--- src/rtl/arm_cond_pkg.sv ---
// Shared types and constants for the ARM conditional-execution unit.
// Condition encodings, NZCV bit positions and the default reset flags.
package arm_cond_pkg;

  typedef enum logic [3:0] {
    EQ = 4'h0,
    NE = 4'h1,
    HS = 4'h2,
    LO = 4'h3,
    MI = 4'h4,
    PL = 4'h5,
    VS = 4'h6,
    VC = 4'h7,
    HI = 4'h8,
    LS = 4'h9,
    GE = 4'hA,
    LT = 4'hB,
    GT = 4'hC,
    LE = 4'hD,
    AL = 4'hE,
    NV = 4'hF
  } condition_t;

  localparam int FLAG_N = 3;
  localparam int FLAG_Z = 2;
  localparam int FLAG_C = 1;
  localparam int FLAG_V = 0;

  localparam logic [3:0] RESET_FLAGS = 4'b0000;

endpackage

--- src/rtl/arm_cond_exec_unit_if.sv ---
// Bundle of decode-side controls and execute-side results for the
// conditional-execution unit. The decode stage is the master; the unit is
// the slave.
interface arm_cond_exec_unit_if;

  logic       i_Valid_Execute;
  logic       i_Stall;
  logic [3:0] i_Cond;
  logic [1:0] i_FlagWrite;
  logic [3:0] i_ALU_Flags;
  logic       i_IT_Start;
  logic [3:0] i_IT_FirstCond;
  logic [3:0] i_IT_Mask;
  logic       o_CondEx_Execute;
  logic [1:0] o_FlagWrite_Eff;
  logic [3:0] o_Flags;
  logic       o_IT_Active;
  logic       o_IT_Fault;

  modport master (
    output i_Valid_Execute, i_Stall, i_Cond, i_FlagWrite, i_ALU_Flags,
           i_IT_Start, i_IT_FirstCond, i_IT_Mask,
    input  o_CondEx_Execute, o_FlagWrite_Eff, o_Flags, o_IT_Active, o_IT_Fault
  );

  modport slave (
    input  i_Valid_Execute, i_Stall, i_Cond, i_FlagWrite, i_ALU_Flags,
           i_IT_Start, i_IT_FirstCond, i_IT_Mask,
    output o_CondEx_Execute, o_FlagWrite_Eff, o_Flags, o_IT_Active, o_IT_Fault
  );

endinterface

--- src/rtl/arm_cond_eval.sv ---
// Pure combinational evaluation of an ARM condition code against NZCV.
module arm_cond_eval
  import arm_cond_pkg::*;
(
  input  condition_t cond,
  input  logic [3:0] flags,
  output logic       pass
);

  logic n, z, c, v;

  assign n = flags[FLAG_N];
  assign z = flags[FLAG_Z];
  assign c = flags[FLAG_C];
  assign v = flags[FLAG_V];

  // Decode the condition into a single pass/fail bit; NV never passes.
  always_comb begin
    pass = 1'b0;
    case (cond)
      EQ: pass = z;
      NE: pass = ~z;
      HS: pass = c;
      LO: pass = ~c;
      MI: pass = n;
      PL: pass = ~n;
      VS: pass = v;
      VC: pass = ~v;
      HI: pass = c & ~z;
      LS: pass = ~c | z;
      GE: pass = (n == v);
      LT: pass = (n != v);
      GT: pass = ~z & (n == v);
      LE: pass = z | (n != v);
      AL: pass = 1'b1;
      NV: pass = 1'b0;
      default: pass = 1'b0;
    endcase
  end

endmodule

--- src/rtl/arm_cond_exec_unit.sv ---
// Execute-stage conditional-execution unit: owns the NZCV register, gates
// execute and flag-write permission, and optionally sequences IT blocks.
// Optional feature macro: COND_EXEC_IT_EN (IT-block sequencer).
module arm_cond_exec_unit #(
  parameter logic [3:0] RESET_FLAGS = arm_cond_pkg::RESET_FLAGS
) (
  input logic              i_CLK,
  input logic              i_RST,
  arm_cond_exec_unit_if.slave bus
);

  import arm_cond_pkg::*;

  logic       adv;
  logic [3:0] ec;
  logic       cond_pass;
  logic       cond_ex;
  logic [3:0] flags;
  logic       it_active;
  logic       it_fault;

  assign adv = bus.i_Valid_Execute & ~bus.i_Stall;

`ifdef COND_EXEC_IT_EN
  logic [7:0] it_state;
  logic       it_legal;

  assign it_active = (it_state[3:0] != 4'b0000);
  assign ec        = it_active ? it_state[7:4] : bus.i_Cond;
  assign it_legal  = ~it_active & (bus.i_IT_Mask != 4'b0000) &
                     (bus.i_IT_FirstCond != 4'hF);

  // IT sequencer: load on a legal IT, otherwise consume one slot per
  // advancing instruction until the mask marker shifts out.
  always_ff @(posedge i_CLK) begin
    if (i_RST) begin
      it_state <= 8'h00;
    end else if (adv) begin
      if (bus.i_IT_Start && it_legal) begin
        it_state <= {bus.i_IT_FirstCond, bus.i_IT_Mask};
      end else if (it_active) begin
        if (it_state[2:0] == 3'b000) begin
          it_state <= 8'h00;
        end else begin
          it_state[4:0] <= {it_state[3:0], 1'b0};
        end
      end
    end
  end

  // Fault pulse for an IT that could not be accepted; frozen while stalled.
  always_ff @(posedge i_CLK) begin
    if (i_RST) begin
      it_fault <= 1'b0;
    end else if (!bus.i_Stall) begin
      it_fault <= adv & bus.i_IT_Start & ~it_legal;
    end
  end
`else
  logic unused_it;

  assign unused_it = ^{bus.i_IT_Start, bus.i_IT_FirstCond, bus.i_IT_Mask};
  assign it_active = 1'b0;
  assign it_fault  = 1'b0;
  assign ec        = bus.i_Cond;
`endif

  arm_cond_eval u_eval (
    .cond  (condition_t'(ec)),
    .flags (flags),
    .pass  (cond_pass)
  );

  assign cond_ex = bus.i_Valid_Execute & cond_pass;

  // Architectural NZCV: each half is written only when the instruction
  // actually executes and asks for that half.
  always_ff @(posedge i_CLK) begin
    if (i_RST) begin
      flags <= RESET_FLAGS;
    end else if (adv && cond_ex) begin
      if (bus.i_FlagWrite[1]) begin
        flags[FLAG_N] <= bus.i_ALU_Flags[FLAG_N];
        flags[FLAG_Z] <= bus.i_ALU_Flags[FLAG_Z];
      end
      if (bus.i_FlagWrite[0]) begin
        flags[FLAG_C] <= bus.i_ALU_Flags[FLAG_C];
        flags[FLAG_V] <= bus.i_ALU_Flags[FLAG_V];
      end
    end
  end

  assign bus.o_CondEx_Execute = cond_ex;
  assign bus.o_FlagWrite_Eff  = bus.i_FlagWrite & {2{cond_ex}};
  assign bus.o_Flags          = flags;
  assign bus.o_IT_Active      = it_active;
  assign bus.o_IT_Fault       = it_fault;

endmodule

--- src/flat_wrapper.sv ---
// flat-port wrapper written by rule: the top's interface ports become plain ports
module arm_cond_exec_unit_flat import arm_cond_pkg::*;
#(
  parameter logic [3:0] RESET_FLAGS = arm_cond_pkg::RESET_FLAGS
)
  (i_CLK, i_RST, bus_i_Valid_Execute, bus_i_Stall, bus_i_Cond, bus_i_FlagWrite, bus_i_ALU_Flags, bus_i_IT_Start, bus_i_IT_FirstCond, bus_i_IT_Mask, bus_o_CondEx_Execute, bus_o_FlagWrite_Eff, bus_o_Flags, bus_o_IT_Active, bus_o_IT_Fault);
  arm_cond_exec_unit_if bus_i ();
  input logic i_CLK;
  input logic i_RST;
  input wire logic [$bits(bus_i.i_Valid_Execute)-1:0] bus_i_Valid_Execute;
  input wire logic [$bits(bus_i.i_Stall)-1:0] bus_i_Stall;
  input wire logic [$bits(bus_i.i_Cond)-1:0] bus_i_Cond;
  input wire logic [$bits(bus_i.i_FlagWrite)-1:0] bus_i_FlagWrite;
  input wire logic [$bits(bus_i.i_ALU_Flags)-1:0] bus_i_ALU_Flags;
  input wire logic [$bits(bus_i.i_IT_Start)-1:0] bus_i_IT_Start;
  input wire logic [$bits(bus_i.i_IT_FirstCond)-1:0] bus_i_IT_FirstCond;
  input wire logic [$bits(bus_i.i_IT_Mask)-1:0] bus_i_IT_Mask;
  output wire logic [$bits(bus_i.o_CondEx_Execute)-1:0] bus_o_CondEx_Execute;
  output wire logic [$bits(bus_i.o_FlagWrite_Eff)-1:0] bus_o_FlagWrite_Eff;
  output wire logic [$bits(bus_i.o_Flags)-1:0] bus_o_Flags;
  output wire logic [$bits(bus_i.o_IT_Active)-1:0] bus_o_IT_Active;
  output wire logic [$bits(bus_i.o_IT_Fault)-1:0] bus_o_IT_Fault;
  assign bus_i.i_Valid_Execute = bus_i_Valid_Execute;
  assign bus_i.i_Stall = bus_i_Stall;
  assign bus_i.i_Cond = bus_i_Cond;
  assign bus_i.i_FlagWrite = bus_i_FlagWrite;
  assign bus_i.i_ALU_Flags = bus_i_ALU_Flags;
  assign bus_i.i_IT_Start = bus_i_IT_Start;
  assign bus_i.i_IT_FirstCond = bus_i_IT_FirstCond;
  assign bus_i.i_IT_Mask = bus_i_IT_Mask;
  assign bus_o_CondEx_Execute = bus_i.o_CondEx_Execute;
  assign bus_o_FlagWrite_Eff = bus_i.o_FlagWrite_Eff;
  assign bus_o_Flags = bus_i.o_Flags;
  assign bus_o_IT_Active = bus_i.o_IT_Active;
  assign bus_o_IT_Fault = bus_i.o_IT_Fault;
  arm_cond_exec_unit #(.RESET_FLAGS(RESET_FLAGS)) u_core (.i_CLK(i_CLK), .i_RST(i_RST), .bus(bus_i));
endmodule
--- config.mk ---
export PLATFORM = sky130hd
export DESIGN_NAME = arm_cond_exec_unit_flat
export DESIGN_NICKNAME = d
export VERILOG_FILES = /design/src/rtl/arm_cond_pkg.sv /design/src/rtl/arm_cond_exec_unit_if.sv /design/src/rtl/arm_cond_eval.sv /design/src/rtl/arm_cond_exec_unit.sv /design/src/flat_wrapper.sv
export SDC_FILE = /design/constraint.sdc
export NUM_CORES = 1
export LEC_CHECK = 0
export CORE_AREA = 3 3 40 42
export CTS_BUF_LIST = sky130_fd_sc_hd__clkbuf_4 sky130_fd_sc_hd__clkbuf_8 sky130_fd_sc_hd__clkbuf_16
export DETAILED_ROUTE_END_ITERATION = 7
export DIE_AREA = 0 0 43 45
export GPL_TIMING_DRIVEN = 1
export PLACE_DENSITY = 0.74
export SETUP_SLACK_MARGIN = 0.02
export SLEW_MARGIN = 20
export SYNTH_ARGS = -nofsm -noshare
export SYNTH_HDL_FRONTEND = slang
export SYNTH_SLANG_ARGS = --single-unit
--- constraint.sdc ---
create_clock -name i_CLK -period 2 [get_ports i_CLK]
set_input_delay 0.2 -clock i_CLK [delete_from_list [all_inputs] [get_ports i_CLK]]
set_output_delay 0.2 -clock i_CLK [all_outputs]
set_load 0.005 [all_outputs]
Word-level counts from Yosys, hierarchy flattened
Cells that the tools add are included.
W data, S select, Z words.

storage, ports and cells
  flip-flop bits (word level) = 4
  word-level logic and storage cells = 36

cells by class
  equality and inequality tests = 17
  mux-type cells = 1
  bitwise operators = 12
  reduce and logical (&&, ||, !) cells = 4

operators with widths
  kind                  count
  $eq A4 B4 Y1 const B  8
  $eq A4 B3 Y1 const B  4
  $pmux W1 S16          1
  $eq A4 B2 Y1 const B  2
  $not A1 Y1            5
  $and A1 B1 Y1         4
  $eq A4 B1 Y1 const B  1
  $logic_not A4 Y1      1
  $reduce_and A2 Y1     2
  $and A2 B2 Y2         1
  $or A1 B1 Y1          2
  $eq A1 B1 Y1          1
  $logic_and A1 B1 Y1   1
  $ne A1 B1 Y1          1

Longest topological paths before layout
  depth after elaboration = 6
  gate-level depth with buffers = 7

By module
From an unflattened synthesis, not the netlist that was laid out.

unflattened totals
  cell total of the unflattened synthesis = 47
  area total of the unflattened synthesis = 394.1 µm²

modules (own cells, without submodules)
  module              instances  cells an instance  area an instance (µm²)  seq. area each (µm²)
  arm_cond_exec_unit  1          24                 239.0                   80.1
  arm_cond_eval       1          23                 155.1                   0.0

Least setup slack after synthesis
OpenSTA, ideal clock, no wires.

  kind = reg2out
  start = reg u_core.flags[2], in the netlist u_core.bus.o_Flags[2]
  end = out bus_o_FlagWrite_Eff[0]
  arrival = 1.430 ns
  path slack = 0.370 ns
  stages on the path, launching flop included = 7
  path buffers = 0
  path through = dfxtp_1 -> nor4b_4 -> o21ai_1 -> o31a_1 -> a31oi_1 -> and2b_2 -> and2_1

between the ends
  longest elaborated chain between the ends = 5
  elaborated cells on any way between the ends = 8

ends and longest elaborated chain
  item                                     line                                                           source
  from (decl)                              arm_cond_exec_unit.sv:18                                       logic [3:0] flags;
  from (signal, indexed assignment)        arm_cond_exec_unit.sv:83                                       flags[FLAG_N] <= bus.i_ALU_Flags[FLAG_N];
  from (signal, indexed assignment)        arm_cond_exec_unit.sv:84                                       flags[FLAG_Z] <= bus.i_ALU_Flags[FLAG_Z];
  from (signal, indexed assignment)        arm_cond_exec_unit.sv:87                                       flags[FLAG_C] <= bus.i_ALU_Flags[FLAG_C];
  $not A1 Y1                               arm_cond_eval.sv:22, arm_cond_eval.sv:29, arm_cond_eval.sv:33
  $and A1 B1 Y1, on equally long branches  arm_cond_eval.sv:33, arm_cond_eval.sv:29
  $pmux W1 S16 (*)                         arm_cond_eval.sv:20                                            case (cond)
  $and A1 B1 Y1 (*)                        arm_cond_exec_unit.sv:74                                       assign cond_ex = bus.i_Valid_Execute & cond_pass;
  net bus_o_CondEx_Execute                 flat_wrapper.sv:18                                             output wire logic [$bits(bus_i.o_CondEx_Execute)-1:0] bus_o_CondEx_Execute;
  $and A2 B2 Y2 (*)                        arm_cond_exec_unit.sv:94                                       assign bus.o_FlagWrite_Eff = bus.i_FlagWrite & {2{cond_ex}};
  to (decl)                                flat_wrapper.sv:19                                             output wire logic [$bits(bus_i.o_FlagWrite_Eff)-1:0] bus_o_FlagWrite_Eff;

The timed path passes the listed nets; every way through them passes the cells marked *.

Worst setup path after layout
  start = reg u_core.flags[2], in the netlist u_core.bus.o_Flags[2]
  end = out bus_o_FlagWrite_Eff[1]

between the ends
  longest elaborated chain between the ends = 5
  elaborated cells on any way between the ends = 8

ends and longest elaborated chain
  item                                     line
  $not A1 Y1                               arm_cond_eval.sv:22, arm_cond_eval.sv:29, arm_cond_eval.sv:33
  $and A1 B1 Y1, on equally long branches  arm_cond_eval.sv:33, arm_cond_eval.sv:29
  $pmux W1 S16 (*)                         arm_cond_eval.sv:20
  $and A1 B1 Y1 (*)                        arm_cond_exec_unit.sv:74
  $and A2 B2 Y2 (*)                        arm_cond_exec_unit.sv:94

Mark *: on every way between the ends. The rest lies on a longest branch, timed or not.

==> reports/results.ini <==
[outcome]
status = finished, final reports clean

[placed_design]
place_congestion = 0.732
dp_hpwl_um = 798
io_buffers = 20
dp_cells = 86
post-place-ws_ps = -503

[setup_path]
end_kind = output port
crit_fanout = 3
worst_path_largest_cell_delay_ps = 350
worst_r2r_path_depth = 8
cp_slowest_cell = dfxtp_4
worstPathRequired_ps = 1800
r2r_slack_ps = 210
cp_cell_sequence = nor4b_4, o21ai_1, o31a_1, a31oi_1, and2b_2, and2_4, buf_6
worstSetupPathType = flop to output port
crit_arrival_ps = 1780
critPathLaunchType = flop

[logic_synthesis]
synthArstFlopShare_pct = 0
yosys.area.top_type_share_pct = 20.1
ys_top_cells_by_count = nand2b_1 (9), mux2i_1 (5), dfxtp_1 (4)
synthesis.area_um2 = 399
synth_ff_type = dfxtp_1
synth.distinct_cells = 23
syn_area_per_cell_um2 = 8.87
netlist.top_cell.by_area = dfxtp_1
yosysMostFrequentCell = nand2b_1
synth_area_leaders = dfxtp_1 (20%), nand2b_1 (14%), mux2i_1 (13%), and4bb_1 (6.3%), nor4b_4 (6.0%)
synth_cells = 45
yosys_warnings = 0
ys_seq_area_share_pct = 20.1
synth-edff-count = 0
synth-seq-cells = 4

[floorplanning]
rows = 13
initial_core_util_pct = 31.1
coreArea_mm2 = 0.00128
io_pins = 32
dieArea_mm2 = 0.00194
die_w_um = 43
fp.dieH_um = 45

[power]
p_int_mw = 0.210
leakage_nw = 0.291
power_frac_comb_pct = 34.4
p_sw_mw = 0.0645
ir_drop_mv = 0.237
seq_power_share_pct = 29.9
finalPower_mw = 0.275
p_clk_share_pct = 35.7
powerDensity_mw_per_mm2 = 395
switching_share_pct = 23.5

[sta]
skew_ps = 3.66
rsz0062_at_grt = yes
fmax_mhz = 505
period_minus_slack_ps = 1980
slew_violations = 0
hold_ws_ps = 529
period_share_pct = 99.0
setup_viol = 0
finalHoldViolations = 0
postLayoutSetupSlackWorst_ps = 20.6

[detailed_routing]
routedWlPerCell_um = 10.3
vias = 423
wl_um = 928
first_pass_iters = 2
drt.antenna.violating_nets = 0
drt_iter0_drc = 3
drc = 0
via_per_inst = 4.70

[finish]
drive_gt1_share_pct = 32.0
antennaDiodeCount = 0
layoutNonFillerInstCount = 90
area_growth_pct = 74.3
largest_register_ffs = 4
num-fill-cells = 138
fin_nets = 100

[clocking]
cts_tree = yes
clk_pin_slew_worst_paths_ps = 40
cts_root_buffer = clkbuf_4
cts_max_level = 1
ctsHoldBuffers = 0
ctsLongestPathBuffers = 2
cts_buffers = 3
clkLatencyLatePin_ps = 230
clock_sinks = 4

[global_route]
first_global_vias = 389
grt_max_degree = 9
grt_use_total_pct = 10.1
antenna_found_initial = 0
overflow = 0
grt_pass1_wl_um = 1480

[run]
max_cap_viol_count = 0

[worst_hold_path]
hp-class = primary input to flop
min_path_cells = 3

==> power by group through the flow <==
stage | registers [mW] | clock network, mW | logic [mW]
after global placement | 0.0854 | 0 | 0.0904
after floorplan | 0.0858 | 0 | 0.0399
final | 0.0822 | 0.0981 | 0.0946
after CTS | 0.0835 | 0.103 | 0.0912
after detailed placement | 0.0856 | 0 | 0.0912
after global routing | 0.0827 | 0.106 | 0.103
==> cells in the final DEF, fill, tap and decap left out, types with 2 or more instances in the layout <==
cell / Yosys / routed
mux2i_1: 5 / 5
and2_4: 0 / 2
clkdlybuf4s50_1: 0 / 14
nand2b_1: 9 / 9
conb_1: 1 / 2
and4bb_1: 2 / 2
a21oi_1: 3 / 3
dfxtp_1: 4 / 2
inv_1: 2 / 2
buf_4: 2 / 9
dfxtp_4: 0 / 2
buf_6: 1 / 2
clkbuf_4: 0 / 3
xor2_1: 2 / 2
dlygate4sd2_1: 0 / 2
==> area by class of cell <==
| cell class | instances | area, um2 | area share [%] |
|---|---|---|---|
| clock buffers | 3 | 22.5 | 3.24 |
| inverters | 2 | 7.51 | 1.08 |
| repair buffers | 29 | 263 | 37.8 |
| multi-input cells | 37 | 297 | 42.6 |
| flip-flops and latches | 4 | 87.6 | 12.6 |
| well taps | 15 | 18.8 | 2.70 |
==> worst max-delay path: cells and delay by family, from the launching register on <==
kind | cells | cell delay [ps]
AOI/OAI and AO/OA | 3 | 410
buffers and inverters | 1 | 110
DFF | 1 | 350
and+or+nand+nor | 3 | 680
==> cell families after synthesis <==
logic type	after synthesis	share of synthesized area, %
xor+xnor	3	6.58
compound gates	9	15.4
flops	4	20.1
mux	5	12.5
simple gates	18	36.0
buf+inv	5	8.46
other cells	1	0.940
==> per-stage QoR <==
step	util (%)	cell area, um2	TNS (ps)
floorplan	-	403	0
global placement	51.0	656	-1520
detailed placement	51.0	656	-1700
CTS	53.3	684	0
global route	54.1	696	-174
finish	54.1	696	0
==> metal layers <==
layer,GRT usage (%),part of all wire (%),up-vias
li1,-,-,215
met1,11.5,43,191
met2,17.7,49,17
met3,2.39,7.8,0
met4,5.42,0,0
met5,0,0,-
==> path summary, 6_finish.rpt <==
path                                                         start                                  to
worst max-delay path            u_core.bus.o_Flags[2]$_SDFFE_PP0P_              bus_o_FlagWrite_Eff[1]
worst min-delay path                            bus_i_ALU_Flags[1]  u_core.bus.o_Flags[1]$_SDFFE_PP0P_
worst max register to register  u_core.bus.o_Flags[2]$_SDFFE_PP0P_  u_core.bus.o_Flags[0]$_SDFFE_PP0P_
worst min register to register  u_core.bus.o_Flags[3]$_SDFFE_PP0P_  u_core.bus.o_Flags[3]$_SDFFE_PP0P_
==> what timing repair did <==
item                       CTS  global route
setup buffers                1             0
resized for setup           15             8
hold endpoints to repair     0             0
pin swaps                    3             7
setup endpoints to repair    3             3
(Power assumes the default switching activity.)
